### config.mk
export PLATFORM = sky130hd
export DESIGN_NAME = opc6_io_timer_irq
export DESIGN_NICKNAME = d
export VERILOG_FILES = /design/src/rtl/opc6_io_timer_irq.sv
export SDC_FILE = /design/constraint.sdc
export NUM_CORES = 1
export LEC_CHECK = 0
export CORE_MARGIN = 3
export CORE_UTILIZATION = 51
export CTS_BUF_LIST = sky130_fd_sc_hd__clkbuf_2 sky130_fd_sc_hd__clkbuf_4 sky130_fd_sc_hd__clkbuf_8
export DETAILED_ROUTE_END_ITERATION = 12
export GPL_TIMING_DRIVEN = 0
export PLACE_DENSITY_LB_ADDON = 0.2
export SLEW_MARGIN = 10
export SYNTH_ARGS = -nofsm -noshare
export SYNTH_HDL_FRONTEND = slang
export SYNTH_SLANG_ARGS = --single-unit
### constraint.sdc
create_clock -name clk -period 2.9 [get_ports clk]
set_input_delay 0.725 -clock clk [delete_from_list [all_inputs] [get_ports clk]]
set_output_delay 0.725 -clock clk [all_outputs]
set_load 0.02 [all_outputs]
### src/rtl/opc6_io_timer_irq.sv
// OPC6 I/O responder: interval timer, software interrupt latch
// and active-low interrupt request lines.
module opc6_io_timer_irq #(
  parameter logic [15:0] BASE           = 16'hFF00,
  parameter logic [7:0]  RESET_PRESCALE = 8'h00
) (
  input  logic        clk,
  input  logic        reset_b,
  input  logic        clken,
  input  logic [15:0] address,
  input  logic [15:0] wdata,
  input  logic        rnw,
  input  logic        vio,
  output logic [15:0] rdata,
  output logic [1:0]  int_b
);

  logic        en_q, en_d;
  logic        auto_q, auto_d;
  logic        ie0_q, ie0_d;
  logic        ie1_q, ie1_d;
  logic [7:0]  pre_q, pre_d;
  logic [15:0] reload_q, reload_d;
  logic [15:0] count_q, count_d;
  logic [7:0]  psc_q, psc_d;
  logic        tif_q, tif_d;
  logic        swif_q, swif_d;

  logic        sel;
  logic [2:0]  off;
  logic        wr;
  logic        tick;
  logic        expire;

  assign sel    = vio && (address[15:3] == BASE[15:3]);
  assign off    = address[2:0];
  assign wr     = sel && !rnw;
  assign tick   = en_q && (psc_q == 8'd0);
  assign expire = tick && (count_q == 16'd0);

  // Next-state: timer progress first, then bus writes override.
  always_comb begin
    en_d     = en_q;
    auto_d   = auto_q;
    ie0_d    = ie0_q;
    ie1_d    = ie1_q;
    pre_d    = pre_q;
    reload_d = reload_q;
    count_d  = count_q;
    psc_d    = psc_q;
    tif_d    = tif_q;
    swif_d   = swif_q;

    if (en_q) begin
      psc_d = tick ? pre_q : psc_q - 8'd1;
    end

    if (expire) begin
      if (auto_q) count_d = reload_q;
      else        en_d    = 1'b0;
    end else if (tick) begin
      count_d = count_q - 16'd1;
    end

    if (wr) begin
      unique case (off)
        3'd0: begin
          en_d   = wdata[0];
          auto_d = wdata[1];
          ie0_d  = wdata[2];
          ie1_d  = wdata[3];
          pre_d  = wdata[15:8];
          if (!en_q && wdata[0]) psc_d = wdata[15:8];
        end
        3'd1: reload_d = wdata;
        3'd2: count_d  = wdata;
        3'd3: begin
          if (wdata[0]) tif_d  = 1'b0;
          if (wdata[1]) swif_d = 1'b0;
        end
        3'd4: swif_d = 1'b1;
        default: ;
      endcase
    end

    // A timer expiry beats a simultaneous clear of TIF.
    if (expire) tif_d = 1'b1;
  end

  // State registers advance only on clock-enabled edges.
  always_ff @(posedge clk or negedge reset_b) begin
    if (!reset_b) begin
      en_q     <= 1'b0;
      auto_q   <= 1'b0;
      ie0_q    <= 1'b0;
      ie1_q    <= 1'b0;
      pre_q    <= RESET_PRESCALE;
      reload_q <= 16'h0000;
      count_q  <= 16'h0000;
      psc_q    <= 8'h00;
      tif_q    <= 1'b0;
      swif_q   <= 1'b0;
    end else if (clken) begin
      en_q     <= en_d;
      auto_q   <= auto_d;
      ie0_q    <= ie0_d;
      ie1_q    <= ie1_d;
      pre_q    <= pre_d;
      reload_q <= reload_d;
      count_q  <= count_d;
      psc_q    <= psc_d;
      tif_q    <= tif_d;
      swif_q   <= swif_d;
    end
  end

  // Zero-latency read mux; idle cycles return 0 for OR-ing.
  always_comb begin
    rdata = 16'h0000;
    if (sel && rnw) begin
      unique case (off)
        3'd0: rdata = {pre_q, 4'h0, ie1_q, ie0_q,
                       auto_q, en_q};
        3'd1: rdata = reload_q;
        3'd2: rdata = count_q;
        3'd3: rdata = {14'h0000, swif_q, tif_q};
        default: rdata = 16'h0000;
      endcase
    end
  end

  assign int_b[0] = !(tif_q && ie0_q);
  assign int_b[1] = !(swif_q && ie1_q);

endmodule
=== Word-level counts from Yosys, hierarchy flattened ===
Index checks and enable logic that the tools add are counted.

* Word-level logic and storage cells: 63
* Output and inout bits: 18
* Bits in read-only memories: 0
* Flip-flop bits (word level): 54
* Latch bits: 0
* Memories kept: 0
* Bits in writable memories: 0

* $lt $le $gt $ge: 0
* Shift operators: 0
* Mux-type cells: 22
* Reduce and logical (&&, ||, !) cells: 23
* $add $sub $neg: 2
* Divide/modulo/power cells: 0
* Bitwise operators: 0
* Multipliers: 0
* Equal/unequal tests: 6

{| class="wikitable"
|+ Operators with widths
! kind !! number
|-
| $mux 16 || 6
|-
| $pmux 16 s4 || 1
|-
| $mux 8 || 5
|-
| $logic_not 16->1 || 1
|-
| $sub 16x1->16 const B || 1
|-
| $eq 13x13->1 const B || 1
|-
| $mux 1 || 9
|-
| $logic_and 1x1->1 || 8
|-
| $logic_not 8->1 || 1
|-
| $reduce_and 4->1 || 2
|-
| $reduce_bool 2->1 || 4
|-
| $sub 8x1->8 const B || 1
|-
| $eq 3x2->1 const B || 2
|-
| $reduce_and 3->1 || 2
|-
| $logic_not 1->1 || 4
|-
| $eq 3x1->1 const B || 1
|-
| $eq 3x3->1 const B || 1
|-
| $logic_not 3->1 || 1
|-
| $ne 2x2->1 const B || 1
|-
| $pmux 1 s2 || 1
|}

=== Logic depth before layout (Yosys ltp) ===
Gate-level depths: netlist of the first run.

* Depth after elaboration: 7
* Gate-level depth with buffers: 10

=== Worst setup path after synthesis of the first run ===
No wires, ideal clock.

* Path kind: input port to output port
* Start point: input address[4]
* End point: output rdata[10]
* Cell stages on the path: 5
* Slack: -316 ps
* Data required time: 2175 ps
* Arrival: 2491 ps
* Path through: or4_4 -> nor4_4 -> nand3b_1 -> clkbuf_1 -> nor2_1

* Longest elaborated chain between the ends: 4

{| class="wikitable"
|+ Ends and longest elaborated chain
! item !! line !! RTL
|-
| from (decl) || 10 || <nowiki>input logic [15:0] address,</nowiki>
|-
| $eq 13x13->1 || 35 || <nowiki>assign sel = vio && (address[15:3] == BASE[15:3]);</nowiki>
|-
| $logic_and 1x1->1 || 35 ||
|-
| $logic_and 1x1->1 || 120 || <nowiki>if (sel && rnw) begin</nowiki>
|-
| $mux 16 || 120 ||
|-
| to (decl) || 14 || <nowiki>output logic [15:0] rdata,</nowiki>
|}

Every way passes these cells.

=== Worst setup path in the final report of the first run ===
* Start point: input address[5]
* End point: output rdata[1]

The elaborated chain is that of the path after synthesis.

==> metrics.md, run 1 <==
| Metric | Value |
|---|---|
| Outcome | `finished, violations left` |
| Violations in the final reports | `setup timing` |
| Part of the power in registers | `51.0%` |
| Count of maximum capacitance violations | `0` |
| Clock power share | `24.4%` |
| Row count | `29` |
| Area fraction of the dominant cell type after synthesis | `37.80%` |
| Total global routing track utilization | `30.44%` |
| Synthesized Nets | `465` |
| Core box area | `0.006568 mm²` |
| Die H | `89.72 µm` |
| Routed Wire Length | `12,300 µm` |
| Signal arrival time at the worst endpoint | `2.23 ns` |
| Worst ir drop on vdd | `0.3186 mV` |
| Initial drt markers | `442` |
| Post-synth EDFFs | `0` |
| Clock latency on the worst-skew pair | `0.31 ns` |
| Number of flip-flops and latches in the synthesized netlist | `54` |
| Proportion of synthesized flip-flops having asynchronous set or reset | `100.0%` |
| Number of placed I/O pins | `55` |
| Largest net degree at the start of global routing | `36` |
| Via total after detailed routing | `3,795` |
| Die area | `0.008050 mm²` |
| Setup repair after global routing missed its margin | `yes` |
| Number of slew-limit violations in the final report | `0` |
| Top cell type by total area after synthesis | `dfrtp_1` |
| Top post-synthesis cells by count | `nand2_1, dfrtp_1, nor2_1` |
| CTS HTree Levels | `2` |
| Remaining max-slew budget at the tightest pin | `51.68%` |
| Dominant register cell in the synthesized netlist | `dfrtp_1` |
| Combinational share of power | `24.5%` |
| Reg2Reg Capture Point | `count_q[3]` |
| Total power draw | `1.795 mW` |
| Number of distinct library cells after synthesis | `62` |
| Power per unit of standard cell area | `389.9 mW/mm²` |
| Fraction of the cycle the final worst path needs | `102.0%` |
| Internal power consumption | `1.176 mW` |
| Total inserted antenna cells | `0` |
| Average wire length per cell after detail routing | `20.91 µm` |
| Fraction of layout instances using a drive strength above 1 | `19.39%` |
| Required time at the worst-slack endpoint | `2.17 ns` |
| Syn_area_per_cell | `8.411 µm²` |
| Leakage component of the power | `1.995 nW` |
| Sw Pwr | `0.6186 mW` |
| Kind of launch point of the worst setup path | `input port` |
| Number of sinks on the clock net | `54` |
| Actual slew at the worst max-slew pin | `0.7209 ns` |
| Worst hold-check slack | `0.3583 ns` |
| Worst reg-to-reg setup slack | `0.23 ns` |
| Via count of the first global-routing pass | `3,717` |
| Worst slack at placement | `-1.330 ns` |
| Count of buffers from port buffering | `52` |
| Worst clock skew on the final layout | `0.009800 ns` |
| Setup ws final | `-0.05739 ns` |
| Period minus WS final | `2.957 ns` |
| F_max | `338.1 MHz` |
| Start-to-end type of the worst setup path | `in2out` |
| Class of the most critical hold timing path | `in2async` |
| Initial antenna violation count | `0` |
| Aggregate global routing overflow | `0` |
| Final Setup Violations | `14` |
| Leading cell type by number of instances after synthesis | `nand2_1` |
| Die width | `89.72 µm` |
| Net count, final | `534` |
| Top area cells in the synthesized netlist | `dfrtp_1, nand2_1, mux2_2` |
| Routability-driven placement congestion ratio | `0.9736` |
| Count of TritonRoute iterations in the first routing pass | `5` |
| Depth of the worst register-to-register path | `10` |
| Number of cells produced by synthesis | `425` |
| Total clock buffers created by CTS | `5` |
| HPWL after DPL | `8836 µm` |
| Global-route wire length before repair | `19,580 µm` |
| Clock tree from TritonCTS | `done` |
| Switching share of total power | `34.46%` |
| Detail Route Antenna Nets | `0` |
| Post-CTS Hold Buffers | `0` |
| Maximum number of buffers from clock root to sink | `2` |
| Vias/cell | `6.454` |
| Mapped Area | `0.003575 mm²` |
| Proportion of synthesized chip area in sequential cells | `37.80%` |
| Synth warn | `0` |
| Residual DRC count | `0` |
| Clock-pin slew on the worst setup and hold paths | `0.11 ns` |
| CP Capture Type | `output port` |
| Worst flop-to-flop path startpoint | `count_q[0]` |
| Top fanout value on the critical path | `6` |
| Clock root cell | `clkbuf_8` |
| Starting utilization of the core area | `54.43%` |
| Hold Violations, Final | `0` |
| Area growth from synthesis to layout | `28.81%` |
==> kinds of logic after synthesis <==
logic type | synth area share (%)
flops | 37.80
buf+inv | 4.410
compound gates | 19.32
fa+ha+maj | 1.050
xor+xnor | 0.4901
mux | 12.01
simple gates | 24.92
==> sequential cells by signal, indices dropped and copies added, names as in the netlist <==
name and flops:
count_q 16, ie0_q 1, ie1_q 1, en_q 1, reload_q 16, tif_q 1
pre_q 8, swif_q 1, psc_q 8, auto_q 1
==> layout make-up <==
cell class | instances | area, µm²
sequential | 54 | 1351
fill | 532 | 1963
inverter | 10 | 37.54
clock buffer | 5 | 68.82
buffer | 29 | 148.9
timing repair buffer | 62 | 660.6
multi-input combinational | 332 | 2200
clock inverter | 3 | 21.27
tap | 93 | 116.4
==> how the worst max path moves through the flow <==
stage                          start   endpoint  slack [ns]  cells past startpoint
after floorplan           address[4]  rdata[10]       -0.07                      5
after global placement    address[4]  rdata[11]       -1.28                      7
after detailed placement  address[4]  rdata[14]       -1.33                      7
after CTS                 address[5]  rdata[14]       -0.18                      8
after global routing      address[5]   rdata[1]       -0.12                      8
final                     address[5]   rdata[1]       -0.06                      8
==> worst max-delay path: stages <==
cell and delay, ns:
buf_6 0.09, or4_4 0.54, nor4_4 0.18, nand3b_1 0.13
buf_6 0.16, buf_8 0.15, nor2b_1 0.11, buf_4 0.15
==> power by group through the flow <==
stage          registers [mW]  clock network (mW)  logic [mW]
2_1_floorplan           0.896                   0       0.275
5_1_grt                 0.924               0.479       0.490
6_report                0.916               0.438       0.440
3_3_place_gp            0.918                   0       0.412
4_1_cts                 0.905               0.445       0.428
3_5_place_dp            0.919                   0       0.427
==> placed cells by master, fill, tap and decap left out, types with 17 or more instances in the layout <==
cell type,count
mux2_2,19
clkbuf_1,20
buf_6,17
mux2i_1,17
dfrtp_1,54
a21oi_1,31
nand2_1,58
clkdlybuf4s50_1,21
nor2_1,36
o21ai_0,25
==> metal layers <==
metal / wire length, µm / vias up / track usage [%]
met3: 1077 / 30 / 5.593
met5: 0 / - / 0
met2: 5863 / 202 / 48.37
li1: - / 1701 / -
met1: 5102 / 1862 / 42.12
met4: 254 / 0 / 10.09
==> repair_timing <==
action / CTS / global route
buffers inserted: 7 / 1
endpoints found under the setup margin: 39 / 27
gates resized for setup: 117 / 22
pin swaps: 8 / 6
gates cloned: 1 / 0
==> through the flow <==
step	std cells	cell area (µm²)	TNS, ns	utilization (%)
final	588	4604	-0.2785	70.11
after global routing	588	4604	-1.194	70.11
after global placement	570	4308	-67.00	65.59
after detailed placement	571	4323	-34.61	65.82
after CTS	587	4524	-2.210	68.89
after floorplan	425	3671	-0.8691	-
(Power assumes the default switching activity.)
==> run 2, diff against run 1 <==
--- a/config.mk
+++ b/config.mk
@@ -8,6 +8,7 @@
 export CORE_MARGIN = 3
 export CORE_UTILIZATION = 51
 export CTS_BUF_LIST = sky130_fd_sc_hd__clkbuf_2 sky130_fd_sc_hd__clkbuf_4 sky130_fd_sc_hd__clkbuf_8
+export CTS_CLUSTER_DIAMETER = 80
 export DETAILED_ROUTE_END_ITERATION = 12
 export GPL_TIMING_DRIVEN = 0
 export PLACE_DENSITY_LB_ADDON = 0.2
==> results of run 2 <==
The final DEF is identical to that of run 1; final timing and power are the same.
==> run 3, diff against run 2 <==
==> constraint.sdc (replaced) <==
create_clock -name clk -period 2.4 [get_ports clk]
set_input_delay 0.6 -clock clk [delete_from_list [all_inputs] [get_ports clk]]
set_output_delay 0.6 -clock clk [all_outputs]
set_load 0.02 [all_outputs]
==> run 3 against run 2 <==
  * Sequential share of layout area is 1.6 points lower
  * Sequential power increased by 23%
  * Critical path depth is the same
  * Combinational power up 24%
  * Register-to-register slack worse by 0.13 ns
  * Highest routed layer unchanged
  * Routed wire length rose by 4.1%
  * Clock power increased by 27%
  * Critical path type unchanged
  * The flow still finishes with violations (setup timing)
  * Count of clock-buffer cells in the layout stayed put
  * Hold slack got worse by 0.14 ns
  * Die area unchanged
  * First-iteration DRC count up 4.3%
  * Utilization is 4.0 points higher
==> metrics.md, run 3 (synthesis results as in run 1) <==
| Metric | Value |
|---|---|
| Stage delay of the slowest cell on the critical path | `0.53 ns (about the same)` |
| Residual DRC count | `0 (unchanged)` |
| Start-to-end type of the worst setup path | `in2out` |
| Vias/cell | `6.366 (-1.4%)` |
| Core box area | `0.006568 mm² (unchanged)` |
| Area growth from synthesis to layout | `36.12%` |
| Final Setup Violations | `18 (+4)` |
| Remaining max-slew budget at the tightest pin | `54.94% (+3.3 points)` |
| Most common cell after layout, fill and taps aside | `nand2_1` |
| Die H | `89.72 µm (unchanged)` |
| Starting utilization of the core area | `54.43% (unchanged)` |
| Total negative slack for setup checks | `-4.670 ns (-4.391 ns)` |
| Initial drt markers | `461 (+4.3%)` |
| Gate family responsible for the most delay along the worst path | `simple AND/OR/NAND/NOR gates` |
| Top library cells by usage in the layout, fill and taps aside | `nand2_1, dfrtp_1, nor2_1` |
| Global-route wire length before repair | `20,050 µm (+2.4%)` |
| CTS HTree Levels | `2 (unchanged)` |
| Net count, final | `541 (+1.3%)` |
| Start point of the critical path | `address[6]` |
| Period minus WS final | `2.729 ns` |
| Total clock buffers created by CTS | `5 (unchanged)` |
| Actual slew at the worst max-slew pin | `0.6697 ns (-0.05121 ns)` |
| Clock tree from TritonCTS | `done` |
| Fraction of the cycle the final worst path needs | `113.7%` |
| CP max-delay cell | `or4_4` |
| Number of sinks on the clock net | `54 (unchanged)` |
| CP bufs+invs | `4 (unchanged)` |
| Signal arrival time at the worst endpoint | `2.13 ns (-0.10 ns)` |
| Total power draw | `2.227 mW (+24%)` |
| Hold Violations, Final | `0 (unchanged)` |
| Clock-pin slew on the worst setup and hold paths | `0.11 ns (about the same)` |
| Number of inserted filler cells in the final layout | `482 (-9.4%)` |
| Required time at the worst-slack endpoint | `1.80 ns (-0.37 ns)` |
| Die width | `89.72 µm (unchanged)` |
| Aggregate global routing overflow | `0 (unchanged)` |
| Class of the most critical hold timing path | `in2async` |
| Detail Route Antenna Nets | `0 (unchanged)` |
| Worst path most repeated cell | `buf_6` |
| Worst clock skew on the final layout | `0.01472 ns (+0.004924 ns)` |
| Setup ws final | `-0.3287 ns (-0.2713 ns)` |
| Count of TritonRoute iterations in the first routing pass | `5 (unchanged)` |
| Count of buffers from port buffering | `52 (unchanged)` |
| Largest net degree at the start of global routing | `37 (+2.8%)` |
| Number of slew-limit violations in the final report | `0 (unchanged)` |
| Routed Wire Length | `12,800 µm (+4.1%)` |
| Total inserted antenna cells | `0 (unchanged)` |
| F_max | `366.5 MHz` |
| Kind of launch point of the worst setup path | `input port` |
| HPWL after DPL | `8892 µm (+0.64%)` |
| Worst flop-to-flop path startpoint | `psc_q[0]` |
| Fraction of layout instances using a drive strength above 1 | `23.71% (+4.3 points)` |
| Clock root cell | `clkbuf_8` |
| Worst slack at placement | `-1.550 ns (-0.2193 ns)` |
| Total global routing track utilization | `31.17% (+0.73 points)` |
| Via total after detailed routing | `3,788 (-0.18%)` |
| Number of placed I/O pins | `55 (unchanged)` |
| Setup repair after global routing missed its margin | `yes` |
| Top Registers | `count_q x16, reload_q x16` |
| Violations in the final reports | `setup timing` |
| Count of maximum capacitance violations | `0 (unchanged)` |
| Post-CTS Hold Buffers | `0 (unchanged)` |
| Maximum number of buffers from clock root to sink | `2 (unchanged)` |
| Top fanout value on the critical path | `7 (+1)` |
| Leakage component of the power | `2.128 nW (+6.7%)` |
| Die area | `0.008050 mm² (unchanged)` |
| Outcome | `finished, violations left` |
| Routability-driven placement congestion ratio | `0.9784 (+0.49%)` |
| Power per unit of standard cell area | `457.7 mW/mm² (+17%)` |
| Clock latency on the worst-skew pair | `0.32 ns (about the same)` |
| Average wire length per cell after detail routing | `21.52 µm (+2.9%)` |
| Via count of the first global-routing pass | `3,720 (+0.081%)` |
| Worst ir drop on vdd | `0.3640 mV (+14%)` |
| Row count | `29 (unchanged)` |
| Ordered cell list for the critical path | `buf_6 -> or4_4 -> nor4_4 -> nand3b_1 -> buf_6 -> clkbuf_16 -> nor2_4 -> buf_6` |
| Initial antenna violation count | `0 (unchanged)` |
| CP Capture Type | `output port` |
==> run 3: path summary, 6_finish.rpt <==
path | slack (ns) | cells after the start | endpoint
worst max-delay path | -0.33 | 8 | rdata[12]
worst min-delay path | 0.22 | 1 | reload_q[5]
worst max register to register | 0.10 | 9 | count_q[4]
worst min register to register | 0.53 | 2 | psc_q[1]
max in group asynchronous | 1.60 | 2 | ie1_q
min in group clk | 0.53 | 2 | psc_q[1]
==> run 3: metal layers <==
metal,share of wire [%],up-vias,global-route usage (%)
met5,0,-,0
met4,2.0,0,10.34
met3,7.0,27,4.174
met2,49,201,51.63
met1,42,1844,42.33
li1,-,1716,-
==> run 3: stage by stage <==
| stage | util (%) | hold WS [ns] | area [µm²] | std cells |
|---|---|---|---|---|
| floorplan | - | 0.3044 | 3716 | 425 |
| global placement | 66.28 | 0.4947 | 4353 | 570 |
| detailed placement | 66.51 | 0.5050 | 4368 | 571 |
| CTS | 71.29 | 0.2242 | 4682 | 591 |
| global route | 74.09 | 0.2409 | 4866 | 595 |
| finish | 74.09 | 0.2159 | 4866 | 595 |
==> run 3: timing repair <==
| item | CTS | global route |
|---|---|---|
| setup buffers | 12 | 6 |
| setup endpoints to repair | 68 | 56 |
| gates resized for setup | 138 | 44 |
| pin swaps | 7 | 14 |
| cloned | 2 | 0 |
==> run 3: worst register-to-register path, delay by kind of cell, from the launching register on <==
kind	cells	cell delay (ns)
compound gates	3	0.60
simple gates	3	0.74
buf+inv	2	0.27
fa+ha+maj	1	0.17
flops	1	0.43
==> run 3: power breakdown <==
group,switching (mW),internal [mW]
Clock,0.343,0.212
Sequential,0.135,0.991
Combinational,0.312,0.234
Total,0.790,1.44
==> run 3: area by class of cell <==
type / instances / area, µm² / share of cell area [%]
Timing Repair Buffer: 71 / 755.7 / 15.53
Tap cell: 93 / 116.4 / 2.391
Sequential cell: 54 / 1351 / 27.77
Clock inverter: 3 / 26.28 / 0.5400
Inverter: 10 / 37.54 / 0.7714
Clock buffer: 5 / 68.82 / 1.414
Buffer: 27 / 168.9 / 3.471
Multi-Input combinational cell: 332 / 2341 / 48.11
